File: src/rtl/bcd_pkg.sv
// Shared types, constants and helpers for the BCD counter.
//   bcd_digit_t : one BCD nibble
//   BCD_MAX/MIN : digit range ends
//   bcd_clamp   : forces an invalid nibble (>9) to 9
package bcd_pkg;

    typedef logic [3:0] bcd_digit_t;

    localparam bcd_digit_t BCD_MAX = 4'd9;
    localparam bcd_digit_t BCD_MIN = 4'd0;

    function automatic bcd_digit_t bcd_clamp(input bcd_digit_t nib);
        return (nib > BCD_MAX) ? BCD_MAX : nib;
    endfunction

endpackage

File: src/rtl/bcd_digit.sv
// One BCD digit register with ripple carry/borrow.
//   clock_i, resetn_i : clock, async active-low reset
//   clear_i, load_i   : synchronous clear / parallel load (clear wins)
//   load_nib_i        : value to load, clamped to 0..9
//   step_i, up_i      : step this digit, direction (1 = up)
//   digit_o           : registered digit value
//   carry_out_o       : stepping up from 9 (next digit must step)
//   borrow_out_o      : stepping down from 0 (next digit must step)
module bcd_digit
    import bcd_pkg::*;
(
    input  logic       clock_i,
    input  logic       resetn_i,
    input  logic       clear_i,
    input  logic       load_i,
    input  bcd_digit_t load_nib_i,
    input  logic       step_i,
    input  logic       up_i,
    output bcd_digit_t digit_o,
    output logic       carry_out_o,
    output logic       borrow_out_o
);

    bcd_digit_t digit_q, digit_d;
    logic       at_max, at_min;

    assign at_max       = (digit_q == BCD_MAX);
    assign at_min       = (digit_q == BCD_MIN);
    assign carry_out_o  = step_i & up_i & at_max;
    assign borrow_out_o = step_i & ~up_i & at_min;
    assign digit_o      = digit_q;

    always_comb begin
        digit_d = digit_q;
        if (clear_i) begin
            digit_d = BCD_MIN;
        end else if (load_i) begin
            digit_d = bcd_clamp(load_nib_i);
        end else if (step_i) begin
            if (up_i) begin
                digit_d = at_max ? BCD_MIN : digit_q + 4'd1;
            end else begin
                digit_d = at_min ? BCD_MAX : digit_q - 4'd1;
            end
        end
    end

    always_ff @(posedge clock_i or negedge resetn_i) begin
        if (!resetn_i) begin
            digit_q <= BCD_MIN;
        end else begin
            digit_q <= digit_d;
        end
    end

endmodule

File: src/rtl/bcd_counter_n.sv
// N-digit BCD up/down counter with load, wrap or saturate, step tally and overflow.
//   clock_i, resetn_i : clock, async active-low reset
//   clear_i           : sync clear of count, tally, overflow (highest priority)
//   load_i, load_val_i: sync parallel load, nibbles >9 clamp to 9
//   enable_i, up_i    : one step per enabled cycle, direction (1 = up)
//   bcd_o             : registered count, digit i in bits [4i+3:4i]
//   tot_o             : accepted steps modulo 2^TOT_W
//   wrap_pulse_o      : high the cycle after a step hit a range end
//   overflow_o        : sticky range-end flag
module bcd_counter_n
    import bcd_pkg::*;
#(
    parameter int unsigned DIGITS = 3,
    parameter bit          WRAP   = 1'b1,
    parameter int unsigned TOT_W  = 8
) (
    input  logic                  clock_i,
    input  logic                  resetn_i,
    input  logic                  clear_i,
    input  logic                  enable_i,
    input  logic                  up_i,
    input  logic                  load_i,
    input  logic [4*DIGITS-1:0]   load_val_i,
    output logic [4*DIGITS-1:0]   bcd_o,
    output logic [TOT_W-1:0]      tot_o,
    output logic                  wrap_pulse_o,
    output logic                  overflow_o
);

    bcd_digit_t          digits [DIGITS];
    logic [DIGITS-1:0]   carry, borrow;
    logic [DIGITS:0]     step_chain;
    logic                step_ok, all_max, all_min, at_limit, range_end;

    logic [TOT_W-1:0]    tot_q, tot_d;
    logic                wrap_pulse_q, wrap_pulse_d;
    logic                overflow_q, overflow_d;

    assign step_ok = enable_i & ~clear_i & ~load_i;

    always_comb begin
        all_max = 1'b1;
        all_min = 1'b1;
        for (int unsigned i = 0; i < DIGITS; i++) begin
            all_max &= (digits[i] == BCD_MAX);
            all_min &= (digits[i] == BCD_MIN);
        end
    end

    // A step from the limit in the current direction is a range-end event.
    assign at_limit = up_i ? all_max : all_min;

    // When saturating, suppress the step into the chain so the digits hold.
    assign step_chain[0] = step_ok & ~(!WRAP & at_limit);

    for (genvar g = 0; g < DIGITS; g++) begin : g_digit
        bcd_digit u_digit (
            .clock_i      (clock_i),
            .resetn_i     (resetn_i),
            .clear_i      (clear_i),
            .load_i       (load_i),
            .load_nib_i   (load_val_i[4*g +: 4]),
            .step_i       (step_chain[g]),
            .up_i         (up_i),
            .digit_o      (digits[g]),
            .carry_out_o  (carry[g]),
            .borrow_out_o (borrow[g])
        );
        assign step_chain[g+1] = carry[g] | borrow[g];
        assign bcd_o[4*g +: 4] = digits[g];
    end

    // With wrap the top digit's carry/borrow is the event; saturating breaks the chain.
    assign range_end = WRAP ? step_chain[DIGITS] : (step_ok & at_limit);

    always_comb begin
        tot_d        = tot_q;
        overflow_d   = overflow_q | range_end;
        wrap_pulse_d = range_end;
        if (clear_i) begin
            tot_d      = '0;
            overflow_d = 1'b0;
        end else if (step_ok) begin
            tot_d = tot_q + TOT_W'(1);
        end
    end

    always_ff @(posedge clock_i or negedge resetn_i) begin
        if (!resetn_i) begin
            tot_q        <= '0;
            wrap_pulse_q <= 1'b0;
            overflow_q   <= 1'b0;
        end else begin
            tot_q        <= tot_d;
            wrap_pulse_q <= wrap_pulse_d;
            overflow_q   <= overflow_d;
        end
    end

    assign tot_o        = tot_q;
    assign wrap_pulse_o = wrap_pulse_q;
    assign overflow_o   = overflow_q;

endmodule

File: config.mk
export PLATFORM = sky130hd
export DESIGN_NAME = bcd_counter_n
export DESIGN_NICKNAME = d
export VERILOG_FILES = /design/src/rtl/bcd_pkg.sv /design/src/rtl/bcd_digit.sv /design/src/rtl/bcd_counter_n.sv
export SDC_FILE = /design/constraint.sdc
export NUM_CORES = 1
export LEC_CHECK = 0
export ABC_AREA = 1
export BUFFER_PORTS_ARGS = -buffer_cell sky130_fd_sc_hd__buf_2
export CORE_MARGIN = 8
export CORE_UTILIZATION = 31
export CTS_BUF_LIST = sky130_fd_sc_hd__clkbuf_8
export DETAILED_ROUTE_END_ITERATION = 10
export GPL_ROUTABILITY_DRIVEN = 0
export GPL_TIMING_DRIVEN = 0
export PLACE_DENSITY_LB_ADDON = 0.2
export SYNTH_ARGS = -nofsm -noshare
export SYNTH_HDL_FRONTEND = slang
export SYNTH_HIERARCHICAL = 1
export SYNTH_SLANG_ARGS = --single-unit
File: constraint.sdc
create_clock -name clock_i -period 1.8 [get_ports clock_i]
set_input_delay 0.36 -clock clock_i [delete_from_list [all_inputs] [get_ports clock_i]]
set_output_delay 0.36 -clock clock_i [all_outputs]
set_load 0.01 [all_outputs]
# Word-level counts from Yosys, hierarchy flattened
# Index checks and enable logic that the tools add are counted.
# W data, S select, Z words.
dict set report totals {
  inputBits 18
  reg_bits 22
  wordCells 71
  output_inout_bits 22
}
dict set report classes {
  add_sub_neg 7
  bitwise_logic 21
  n_eq_ne 3
  magnitude_cmp 3
  n_mux 24
  n_reduce_logical 7
}
# op count
set op_table {}
lappend op_table {{$mux W4} 21}
lappend op_table {{$mux W8} 2}
lappend op_table {{$and A1 B1 Y1} 14}
lappend op_table {{$add A4 B1 Y4 const B} 3}
lappend op_table {{$eq A4 B4 Y1 const B} 3}
lappend op_table {{$gt A4 B4 Y1 const B} 3}
lappend op_table {{$logic_not A4 Y1} 3}
lappend op_table {{$sub A4 B1 Y4 const B} 3}
lappend op_table {{$reduce_bool A3 Y1} 3}
lappend op_table {{$add A8 B1 Y8 const B} 1}
lappend op_table {{$or A1 B1 Y1} 4}
lappend op_table {{$not A1 Y1} 3}
lappend op_table {{$reduce_bool A2 Y1} 1}
lappend op_table {{$mux W1} 1}

# Longest topological paths before layout
dict set report depth {
  word_depth 14
  ltp_mapped 15
  mapped_depth_nobuf 15
}

# Cells and area by module
# The synthesis kept the hierarchy.
# module instances area_per_inst_um2 cells_each
set modules_own_cells {}
lappend modules_own_cells {bcd_digit 3 370.4 67}
lappend modules_own_cells {bcd_counter_n 1 554.3 73}

# Worst setup path before layout
# Ideal clock, no wire load.
dict set report synth_path {
  path_kind {register to register}
  from {reg g_digit[0].u_digit.digit_q[1]}
  to {reg g_digit[2].u_digit.digit_q[0]}
  setup_slack_ps -244
  t_arrival_ps 1911
  path_buffers 0
  synth_period_minus_slack_ps 2044
  path_stages_with_launch 14
  path_cell_list {dfrtp_1 > nor2_1 > nand3_1 > nor3_1 > or2_2 > inv_1 > nor3_1 > or2_2 > inv_1 > nand3_1 > nand2_1 > a21oi_1 > o31ai_1 > o21ai_0}
}
dict set report synth_via {
  elab_chain_len 7
}
# element line
set synth_lines {}
lappend synth_lines {{from (decl)} bcd_digit.sv:24} ;# bcd_digit_t digit_q, digit_d;
lappend synth_lines {{from (signal assigned)} bcd_digit.sv:52} ;# digit_q <= digit_d;
lappend synth_lines {{$logic_not A4 Y1} bcd_digit.sv:28} ;# assign at_min = (digit_q == BCD_MIN);
lappend synth_lines {{$and A1 B1 Y1} bcd_digit.sv:30} ;# assign borrow_out_o = step_i & ~up_i & at_min;
lappend synth_lines {{named net borrow[0]} bcd_counter_n.sv:31} ;# logic [DIGITS-1:0] carry, borrow;
lappend synth_lines {{$or A1 B1 Y1} bcd_counter_n.sv:69} ;# assign step_chain[g+1] = carry[g] | borrow[g];
lappend synth_lines {{named net step_chain[1]} bcd_counter_n.sv:32} ;# logic [DIGITS:0] step_chain;
lappend synth_lines {{$and A1 B1 Y1 (2 in series)} bcd_digit.sv:30}
lappend synth_lines {{named net borrow[1]} bcd_counter_n.sv:31}
lappend synth_lines {{$or A1 B1 Y1} bcd_counter_n.sv:69}
lappend synth_lines {{named net step_chain[2]} bcd_counter_n.sv:32}
lappend synth_lines {{$reduce_bool A3 Y1 (no source line)} --}
lappend synth_lines {{to (signal assigned)} bcd_digit.sv:52}
lappend synth_lines {{to (decl)} bcd_digit.sv:24}
# The timed path passes the listed nets, and every way through them passes these cells.
# A chain may end at the register's enable or synchronous reset.

# Final worst setup path
dict set report layout_path {
  from {reg g_digit[0].u_digit.digit_q[0]}
  to {reg g_digit[2].u_digit.digit_q[0]}
}
dict set report layout_via {
  elab_chain_len 7
}
# element line
set layout_lines {}
lappend layout_lines {{$eq A4 B4 Y1} bcd_digit.sv:27} ;# assign at_max = (digit_q == BCD_MAX);
lappend layout_lines {{$and A1 B1 Y1} bcd_digit.sv:29} ;# assign carry_out_o = step_i & up_i & at_max;
lappend layout_lines {{named net carry[0]} bcd_counter_n.sv:31}
lappend layout_lines {{$or A1 B1 Y1} bcd_counter_n.sv:69}
lappend layout_lines {{named net step_chain[1]} bcd_counter_n.sv:32}
lappend layout_lines {{$and A1 B1 Y1 (2 in series)} bcd_digit.sv:30}
lappend layout_lines {{named net borrow[1]} bcd_counter_n.sv:31}
lappend layout_lines {{$or A1 B1 Y1} bcd_counter_n.sv:69}
lappend layout_lines {{named net step_chain[2]} bcd_counter_n.sv:32}
lappend layout_lines {{$reduce_bool A3 Y1 (no source line)} --}
# The timed path passes the listed nets, and every way through them passes these cells.

==> results.tsv <==
metric	value	unit
VDD IR-drop max	228.5	uV
DRT Pass-1 Iters	4	
Std-Cell Rows	26	
min Tclk post-route	1919	ps
failing checks	negative setup slack	
synthesized area per cell	6.078	um2
Via density	4.649	
Final Skew	9.723	ps
initial antenna violation count	0	
status	finished with violations	
CTS buffer count	3	
Pwr Density	599.1	mW/mm2
sequential element share of the synthesized area	0.3306	
clock slew at reported path FFs	90	ps
final slew viol count	0	
Rel. slew slack	0.6349	
CP top delay family	simple AND/OR/NAND/NOR gates	
share of cells above drive strength 1	0.3194	
GRT Overall Usage	0.1206	
die area	0.007974	mm2
chip width	89.30	um
Synthesized Nets	293	
period utilization	1.066	
count of final setup violators	5	
Setup WS pre-CTS	-562.8	ps
setup ws final	-119.2	ps
Area Overhead vs Synth	35.09	%
CP max stage delay	460	ps
critical path type	register to register	
gr ovfl total	0	
first-pass GRT wire length	7.769	mm
IO Port Bufs	39	
starting density of the core	0.3240	
hpwl dp	3.397	mm
Buf/Inv on CP	3	
#FFs+latches synth	22	
CP Data Required Time	1940	ps
DRT iter0 DRCs	85	
Ys Warns	6	
sum of negative setup slack	-275.9	ps
TritonCTS clock tree	built	
top achievable clock speed	521.0	MHz
cells along the critical path	inv_2 > nor2_2 > nand2_2 > nor3_2 > or2_4 > inv_4 > nor3_2 > or2_4 > inv_4 > nand3_4 > nand2_4 > a21oi_2 > o31ai_2 > o21ai_1	
RSZ-0062 raised after global routing	yes	
Residual DRC	0	
Routed WL	4.770	mm
Critical Path Fanout Max	5	
# H-tree levels	1	
Die Ht	89.30	um
vias in the first global route	1805	
post-synthesis cell count	274	
Antenna Diode Count	0	
Fin. Hold Viols	0	
Clock Path Buffers	2	
# placed instances	383	
antenna-violating nets left	0	
clock sinks	22	
mapped cell area	0.001665	mm2
Hold Buf Count CTS	0	
Yosys cell types	19	
CP startpoint kind	register	
routed length per instance	11.78	um
CP Capture Type	register	
Worst Hold Class	input pin to asynchronous set/reset pin	
num ports	40	
largest net degree at the start of global routing	23	
area of the core	0.005140	mm2
clock root buffer	clkbuf_8	
Skew-Pair Late Insertion Delay	270	ps
leakage power	1.246	nW
Final Non-Filler Cells	405	
Max Cap Viol	0	
measured slew at the worst slew-check pin	547.7	ps
CP Data Arrival Time	2060	ps
Vias	1883	
slowest CP cell	dfrtp_2	
final net count	355	
-- report_power, final --
part | switching, mW | internal [mW] | total [mW]
sequential | 0.0566 | 0.526 | 0.582
clock | 0.166 | 0.152 | 0.318
combinational | 0.263 | 0.184 | 0.447
-- metrics by stage --
stage	total power [mW]	instance area, um2	util	hold WS [ps]
finish	1.348	2250	0.4377	68.81
global route	1.449	2250	0.4377	91.47
CTS	1.337	2161	0.4204	82.13
detailed placement	0.9505	1968	0.3829	378.3
global placement	0.9507	1968	0.3829	377.6
floorplan	0.8204	1685	-	64.41
-- synthesized netlist by cell type --
cell type  count  area share
nor3_1         7       0.021
or2_2          3       0.011
ha_1           1      0.0075
nor2_4         2       0.014
o31ai_1        4       0.018
inv_2          7       0.016
o21ai_1        1      0.0030
nand3_2        1      0.0060
nand3_1       35        0.11
o21ai_2        3       0.016
nand4_1        3       0.011
dfrtp_1       22        0.33
nand2_1       98        0.22
inv_1         36       0.081
o21ai_0       11       0.033
nor2_2         4       0.015
nor2_1        25       0.056
a21oi_1        9       0.027
nand2_2        2      0.0075
-- layout by cell type, fill, tap and decap left out, types with 3 or more instances in the layout --
cell type,instances
o21ai_0,9
inv_1,32
or2_4,3
nand2_1,95
o21ai_1,3
a21oi_2,3
nor2_2,5
o31ai_1,3
dfrtp_1,18
buf_2,38
inv_2,10
o21ai_2,3
nor2_1,23
nor2_4,3
a21oi_1,6
clkbuf_8,3
buf_4,17
nand4_1,3
nand3_1,32
nand2_2,3
dfrtp_2,4
nor3_2,4
nor3_1,3
-- cell type report --
| class | instances | area [um2] |
|---|---|---|
| fill | 565 | 2890 |
| multi-input combinational | 209 | 1055 |
| sequential | 22 | 555.5 |
| timing repair buffer | 57 | 340.3 |
| inverter | 43 | 166.4 |
| tap | 70 | 87.58 |
| clock buffer | 3 | 41.29 |
| clock inverter | 1 | 3.754 |
-- final timing paths --
kind / endpoint / cells after the start / slack [ps] / start
hold reg to reg: overflow_o / 2 / 530 / overflow_o
setup reg to reg: g_digit[2].u_digit/digit_o[0] / 14 / -120 / g_digit[0].u_digit/digit_o[0]
min in group clock_i: g_digit[1].u_digit/digit_o[0] / 3 / 320 / load_val_i[4]
setup / recovery: g_digit[2].u_digit/digit_o[0] / 14 / -120 / g_digit[0].u_digit/digit_o[0]
max in group asynchronous: g_digit[0].u_digit/digit_o[3] / 1 / 1340 / resetn_i
hold / removal: tot_o[0] / 1 / 70 / resetn_i
-- timing repair --
item                                    CTS  global route
endpoints found under the setup margin    6             9
pin swaps                                 6            10
gates resized for setup                   9            18
buffers inserted                         16             3
-- cell families after synthesis --
kind of cell	after synthesis	share of synthesized area
and+or+nand+nor	180	0.4681
buffers and inverters	43	0.09692
AOI/OAI and AO/OA	28	0.09692
DFF	22	0.3306
adders and majority gates	1	0.007512
-- state kept, by name (all words and copies together), names as in the netlist --
name                     cells
g_digit.u_digit/digit_o     12
tot_o                        8
overflow_o                   1
wrap_pulse_o                 1
-- metal layers --
layer	part of all wire	global-route usage	vias up
met3	0.053	0.02665	9
met2	0.45	0.1946	51
met5	0	0	-
li1	-	-	993
met1	0.48	0.1544	830
met4	0.016	0.04079	0
Note: power is estimated with default switching activity, not from simulation.
